===== src/rtl/exec_unit_pkg.sv =====
// Shared constants and FSM state encoding for the execution-unit accumulator slice.
package exec_unit_pkg;

  localparam int unsigned P_W = 8;

  typedef enum logic [1:0] {
    IDLE  = 2'd0,
    ACCUM = 2'd1,
    DONE  = 2'd2
  } state_e;

endpackage


===== src/rtl/sat_add.sv =====
// Saturating adder: zero-extends the product to ACC_W+1 bits, clamps to all-ones on carry-out.
module sat_add
  import exec_unit_pkg::*;
#(
  parameter int unsigned ACC_W = 12
) (
  input  logic [ACC_W-1:0] a_i,
  input  logic [P_W-1:0]   b_i,
  output logic [ACC_W-1:0] sum,
  output logic             sat
);

  logic [ACC_W:0] wide;

  always_comb begin
    wide = {1'b0, a_i} + {{(ACC_W + 1 - P_W){1'b0}}, b_i};
    sat  = wide[ACC_W];
    sum  = sat ? '1 : wide[ACC_W-1:0];
  end

endmodule


===== src/rtl/product_accumulator.sv =====
// Sums N_TERMS unsigned 8-bit products with saturation, then holds the result until taken.
module product_accumulator
  import exec_unit_pkg::*;
#(
  parameter int unsigned N_TERMS = 4,
  parameter int unsigned ACC_W   = 12
) (
  input  logic             clk,
  input  logic             reset,
  input  logic             start,
  input  logic             p_valid,
  input  logic [P_W-1:0]   P,
  output logic             p_ready,
  output logic [ACC_W-1:0] acc_out,
  output logic             acc_valid,
  input  logic             acc_ready,
  output logic             overflow,
  output logic             busy
);

  localparam int unsigned CNT_W = $clog2(N_TERMS + 1);

  state_e             state_q, state_d;
  logic [ACC_W-1:0]   acc_q, acc_d;
  logic [CNT_W-1:0]   cnt_q, cnt_d;
  logic               ovf_q, ovf_d;
  logic [ACC_W-1:0]   sum;
  logic               sat;

  sat_add #(.ACC_W(ACC_W)) u_sat_add (
    .a_i (acc_q),
    .b_i (P),
    .sum (sum),
    .sat (sat)
  );

  always_comb begin
    state_d   = state_q;
    acc_d     = acc_q;
    cnt_d     = cnt_q;
    ovf_d     = ovf_q;
    p_ready   = 1'b0;
    acc_valid = 1'b0;
    unique case (state_q)
      IDLE: begin
        if (start) begin
          state_d = ACCUM;
          acc_d   = '0;
          cnt_d   = '0;
          ovf_d   = 1'b0;
        end
      end
      ACCUM: begin
        p_ready = 1'b1;
        if (p_valid) begin
          acc_d = sum;
          ovf_d = ovf_q | sat;
          cnt_d = cnt_q + 1'b1;
          if (cnt_q == CNT_W'(N_TERMS - 1)) state_d = DONE;
        end
      end
      DONE: begin
        acc_valid = 1'b1;
        // start is deliberately ignored here even alongside acc_ready
        if (acc_ready) state_d = IDLE;
      end
      default: state_d = IDLE;
    endcase
  end

  always_ff @(posedge clk) begin
    if (reset) begin
      state_q <= IDLE;
      acc_q   <= '0;
      cnt_q   <= '0;
      ovf_q   <= 1'b0;
    end else begin
      state_q <= state_d;
      acc_q   <= acc_d;
      cnt_q   <= cnt_d;
      ovf_q   <= ovf_d;
    end
  end

  assign acc_out  = acc_q;
  assign overflow = ovf_q;
  assign busy     = (state_q != IDLE);

endmodule


===== config.mk =====
export PLATFORM = sky130hd
export DESIGN_NAME = product_accumulator
export DESIGN_NICKNAME = d
export VERILOG_FILES = /design/src/rtl/exec_unit_pkg.sv /design/src/rtl/sat_add.sv /design/src/rtl/product_accumulator.sv
export SDC_FILE = /design/constraint.sdc
export NUM_CORES = 1
export LEC_CHECK = 0
export BUFFER_PORTS_ARGS = -buffer_cell sky130_fd_sc_hd__buf_2
export CORE_MARGIN = 4
export CORE_UTILIZATION = 57
export CTS_BUF_LIST = sky130_fd_sc_hd__clkbuf_16
export DETAILED_ROUTE_END_ITERATION = 7
export PLACE_DENSITY_LB_ADDON = 0.05
export SLEW_MARGIN = 10
export SYNTH_ARGS = -nofsm -noshare
export SYNTH_HDL_FRONTEND = slang
export SYNTH_SLANG_ARGS = --single-unit

===== constraint.sdc =====
create_clock -name clk -period 5.01 [get_ports clk]
set_clock_uncertainty 0.1 [all_clocks]
set_input_delay 1.002 -clock clk [delete_from_list [all_inputs] [get_ports clk]]
set_output_delay 1.002 -clock clk [all_outputs]
set_load 0.01 [all_outputs]

Word level (Yosys, flattened, before mapping)

Index checks and enable logic that the tools add are counted.

Register bits after elaboration: 18
Latch bits: 0
RAM bits: 0
Bits in read-only memories: 0
Input bits: 13
Output and inout bits: 16
Word-level logic and storage cells: 36
Memories kept: 0

$add $sub $neg: 2
$mul: 0
Div/mod/pow operators: 0
Order comparisons: 0
Equality and inequality tests: 7
Shift-type cells: 0
Multiplexer cells: 17
Bitwise logic cells: 1
Reductions and logical operators: 5

Operator list:

| cell                  | count |
|---|---|
| $mux W12              | 3 |
| $pmux W12 S2          | 1 |
| $add A12 B8 Y13       | 1 |
| $mux W2               | 4 |
| $ne A2 B2 Y1 const B  | 4 |
| $mux W3               | 2 |
| $pmux W2 S3           | 1 |
| $pmux W3 S2           | 1 |
| $mux W1               | 4 |
| $reduce_and A4 Y1     | 1 |
| $reduce_bool A2 Y1    | 2 |
| $add A3 B1 Y3 const B | 1 |
| $eq A3 B2 Y1 const B  | 1 |
| $reduce_and A3 Y1     | 1 |
| $eq A2 B1 Y1 const B  | 1 |
| $eq A2 B2 Y1 const B  | 1 |
| $logic_not A2 Y1      | 1 |
| $pmux W1 S2           | 1 |
| $or A1 B1 Y1          | 1 |

Logic depth before layout (Yosys ltp)

Word-level depth: 4
Depth in mapped cells: 8
Depth with buffers taken out: 7

Modules after synthesis

From an unflattened synthesis, not the netlist that was laid out.

Cells, all modules: 128
Area, all modules: 1,222.4 um^2

Modules (own cells, without submodules):

| module              | times used | cells an instance | area an instance (um^2) | sequential area each (um^2) |
|---|---|---|---|---|
| product_accumulator | 1          | 59                | 720.7                   | 360.3 |
| sat_add             | 1          | 69                | 501.7                   | 0.0 |

Least setup slack after synthesis

No wires, ideal clock.

Kind: input port to flip-flop
From: input port P[0]
To: register acc_q[9] (netlist: acc_out[9])
Setup time: 128 ps
Data arrival time: 2,577 ps
Data required time: 4,782 ps
Slack: 2,205 ps
Cell stages on the path: 8
Path buffers: 1
Cell sequence: ha_1 fa_1 a211oi_1 o21ai_2 and4_4 buf_6 a22oi_4 o211ai_2

Longest elaborated chain between the ends: 4

Ends and longest elaborated chain:

| what                 | RTL line                  | source |
|---|---|---|
| from (decl)          | product_accumulator.sv:12 | `input logic [P_W-1:0] P,` |
| $add A12 B8 Y13      | sat_add.sv:16             | `wide = {1'b0, a_i} + {{(ACC_W + 1 - P_W){1'b0}}, b_i};` |
| $mux W12             | sat_add.sv:18             | `sum = sat ? '1 : wide[ACC_W-1:0];` |
| $mux W12             | product_accumulator.sv:55 | `if (p_valid) begin` |
| $pmux W12 S2         | product_accumulator.sv:44 | `unique case (state_q)` |
| to (signal assigned) | product_accumulator.sv:74 | `acc_q <= '0;` |
| to (signal assigned) | product_accumulator.sv:79 | `acc_q <= acc_d;` |
| to (decl)            | product_accumulator.sv:24 | `logic [ACC_W-1:0] acc_q, acc_d;` |

No other way between the ends. The select of a mux whose other input is x is not followed.
A chain may end at the register's enable or synchronous reset.

Worst setup path in the final report

From: input port P[0]
To: register acc_q[7] (netlist: acc_out[7])

Same word-level chain as after synthesis.

==> impl_metrics.ini <==
[drt]
vias = 1177
postRouteAntennaNets = 0
dr.pass1.iters = 4
routedWlPerCell_um = 14.8
avgViaCountPerCell = 6.01
drtIter0Drc = 29
routed_wl_um = 2900
drc = 0

[worst_setup_path]
cpPeakStageDelay_ns = 0.42
arrival_ns = 2.82
crit_fanout = 5
critPathKind = in2reg
cp-start-kind = primary input
cp_slowest_cell = fa_1
worstPathRequired_ns = 5.05
endpoint_kind = register
crit_chain = buf_2 -> ha_1 -> fa_1 -> a211oi_1 -> o21ai_2 -> nand4_1 -> nand3b_1 -> o311a_1
rr_worst_depth = 7

[pwr]
switchingPower_uw = 94.7
seq_power_share = 0.408
pwr-share-comb = 0.154
ir_drop_mv = 0.230
p_clk_frac = 0.438
power_density_mw_per_mm2 = 260
leakage_uw = 0.000718
swShare = 0.255
internal-power_uw = 276

[die]
die_area_mm2 = 0.00295
die_h_um = 54.3
ios = 29
placementRows = 16
die_x_um = 54.3
start_util = 0.611
core_area_mm2 = 0.00200

[yosys]
netlist_area_mm2 = 0.00122
muxShareOfSynthArea = 0.00818
synth-edff-count = 0
synth_adder_area_share = 0.119
synth-compound-area-share = 0.314
synth_cells = 144
yosysUniqueCellTypes = 44
synth-simple-area-share = 0.182
synth.ff_latch_count = 18
syn_nets = 168
yosys.area_share.xor_xnor = 0.0286
synth.avg_cell_area_um2 = 8.50
synth_top_family_by_area = compound AO/OA/AOI/OAI gates
synth_top_flop_cell = dfxtp_1
ys_async_sr_fraction = 0
synth_seq_area_share = 0.294
synth_warnings = 0

[global_routing]
overflow = 0
grt_usage = 0.214
grt_pass1_vias = 1059
grt_max_degree = 14
grt_pass1_wl_um = 4580
antenna_found_initial = 0

[clocking]
cts_buffers = 3
cts.hold.buffers_added = 0
clockRootBuffer = clkbuf_16
clkLatencyLatePin_ns = 0.25
cts_setup_buffers = 0
clock-sinks = 18
post_cts_resized = 0
clock_path_buffers = 2
htreeDepth = 1
clk_pin_slew_ns = 0.05
cts_tree = built

[layout]
drive_gt1_frac = 0.213
num-nets-final = 194
synthToLayoutAreaGrowth_pct = 16.8
utilization = 0.714
antenna_cells = 0

[flow_run]
drv_cap = 0

[min_path]
hold_path_depth = 2
hp-class = reg2reg

[sta]
max_freq_mhz = 360
setup_viol = 0
slew_headroom = 0.563
finalSetupTns_ns = 0
min_period_over_period = 0.555
hold_violations = 0
rsz0062_at_grt = no
period_minus_slack_ns = 2.78
tightest_slew_ns = 0.653
slew_viol_final = 0

[outcome]
status = finished clean

[placement]
finalWeightedCongestion = 0.804
io_buffers = 28
dpl.hpwl_um = 2170
## stage by stage
step,cells,cell area [um^2],total power (uW),hold WS [ns],setup slack [ns]
after floorplan,144,1220,194,0.344,2.20
after global placement,192,1350,208,0.343,2.07
after detailed placement,192,1350,210,0.357,2.01
after CTS,196,1430,371,0.372,2.25
after global routing,196,1430,385,0.400,2.12
final,196,1430,371,0.369,2.23
## layout by cell type, fill, tap and decap left out, types with 4 or more instances in the layout
master / Yosys / routed
nand2_1: 15 / 15
ha_1: 10 / 10
a21o_1: 4 / 4
o21ai_0: 11 / 11
dfxtp_1: 18 / 18
nor2_1: 14 / 14
a21oi_1: 13 / 13
inv_1: 5 / 5
buf_2: 2 / 28
## registers in the layout, indices dropped and copies added (netlist names)
name,count
state_q,2
acc_out,12
cnt_q,3
overflow,1
## cell families after synthesis
| family | after synthesis |
|---|---|
| flops | 18 |
| buf+inv | 12 |
| xor+xnor | 4 |
| compound gates | 52 |
| fa+ha+maj | 11 |
| mux | 1 |
| simple gates | 46 |
## area by class of cell
type	count	area [um^2]
Sequential cell	18	360
Inverter	5	18.8
Clock buffer	3	75.1
Tap cell	27	33.8
Clock inverter	1	3.75
Multi-Input combinational cell	114	797
Fill cell	172	573
Timing Repair Buffer	28	140
## final timing paths
check | slack [ns] | startpoint | endpoint
max reg2reg | 2.77 | acc_out[0] | acc_out[7]
min | 0.37 | acc_out[4] | acc_out[4]
max | 2.23 | P[0] | acc_out[7]
min reg2reg | 0.37 | acc_out[4] | acc_out[4]
## cell usage after synthesis (2+ instances only)
library cell | count | area, um^2
xnor2_1 | 2 | 17.5
a31oi_1 | 2 | 12.5
buf_6 | 2 | 22.5
buf_2 | 2 | 10.0
nand4_1 | 2 | 12.5
ha_1 | 10 | 125
nand3_1 | 3 | 15.0
nand3b_1 | 2 | 15.0
inv_1 | 5 | 18.8
a21o_1 | 4 | 30.0
o21a_1 | 2 | 15.0
nor3b_1 | 2 | 15.0
o21ai_0 | 11 | 55.1
nor2b_1 | 3 | 18.8
nor2_1 | 14 | 52.6
a21oi_1 | 13 | 65.1
clkbuf_1 | 2 | 7.51
xor2_1 | 2 | 17.5
dfxtp_1 | 18 | 360
o2111ai_1 | 3 | 26.3
nand2_1 | 15 | 56.3
a211oi_1 | 3 | 22.5
## power by group through the flow
stage	clock, uW	combinational [uW]	sequential (uW)
floorplan	0	40.4	154
global placement	0	54.5	154
detailed placement	0	55.3	154
CTS	163	56.5	151
global route	171	62.4	152
finish	163	57.1	151
## critical path: cells and delay by family
family	cells	cell delay, ns
AO/OA/AOI/OAI	3	0.81
adder cells (fa/ha/maj)	2	0.64
buffers and inverters	1	0.10
AND/OR/NAND/NOR	2	0.27
## metal layers
metal  part of all wire  vias to the layer above  track usage
li1                   -                      582            -
met1               0.44                      535        0.275
met2               0.46                       46        0.345
met3              0.070                       14       0.0354
met4              0.026                        0        0.104
met5                  0                        -            0
No activity file was read; power rests on OpenSTA's default activity.
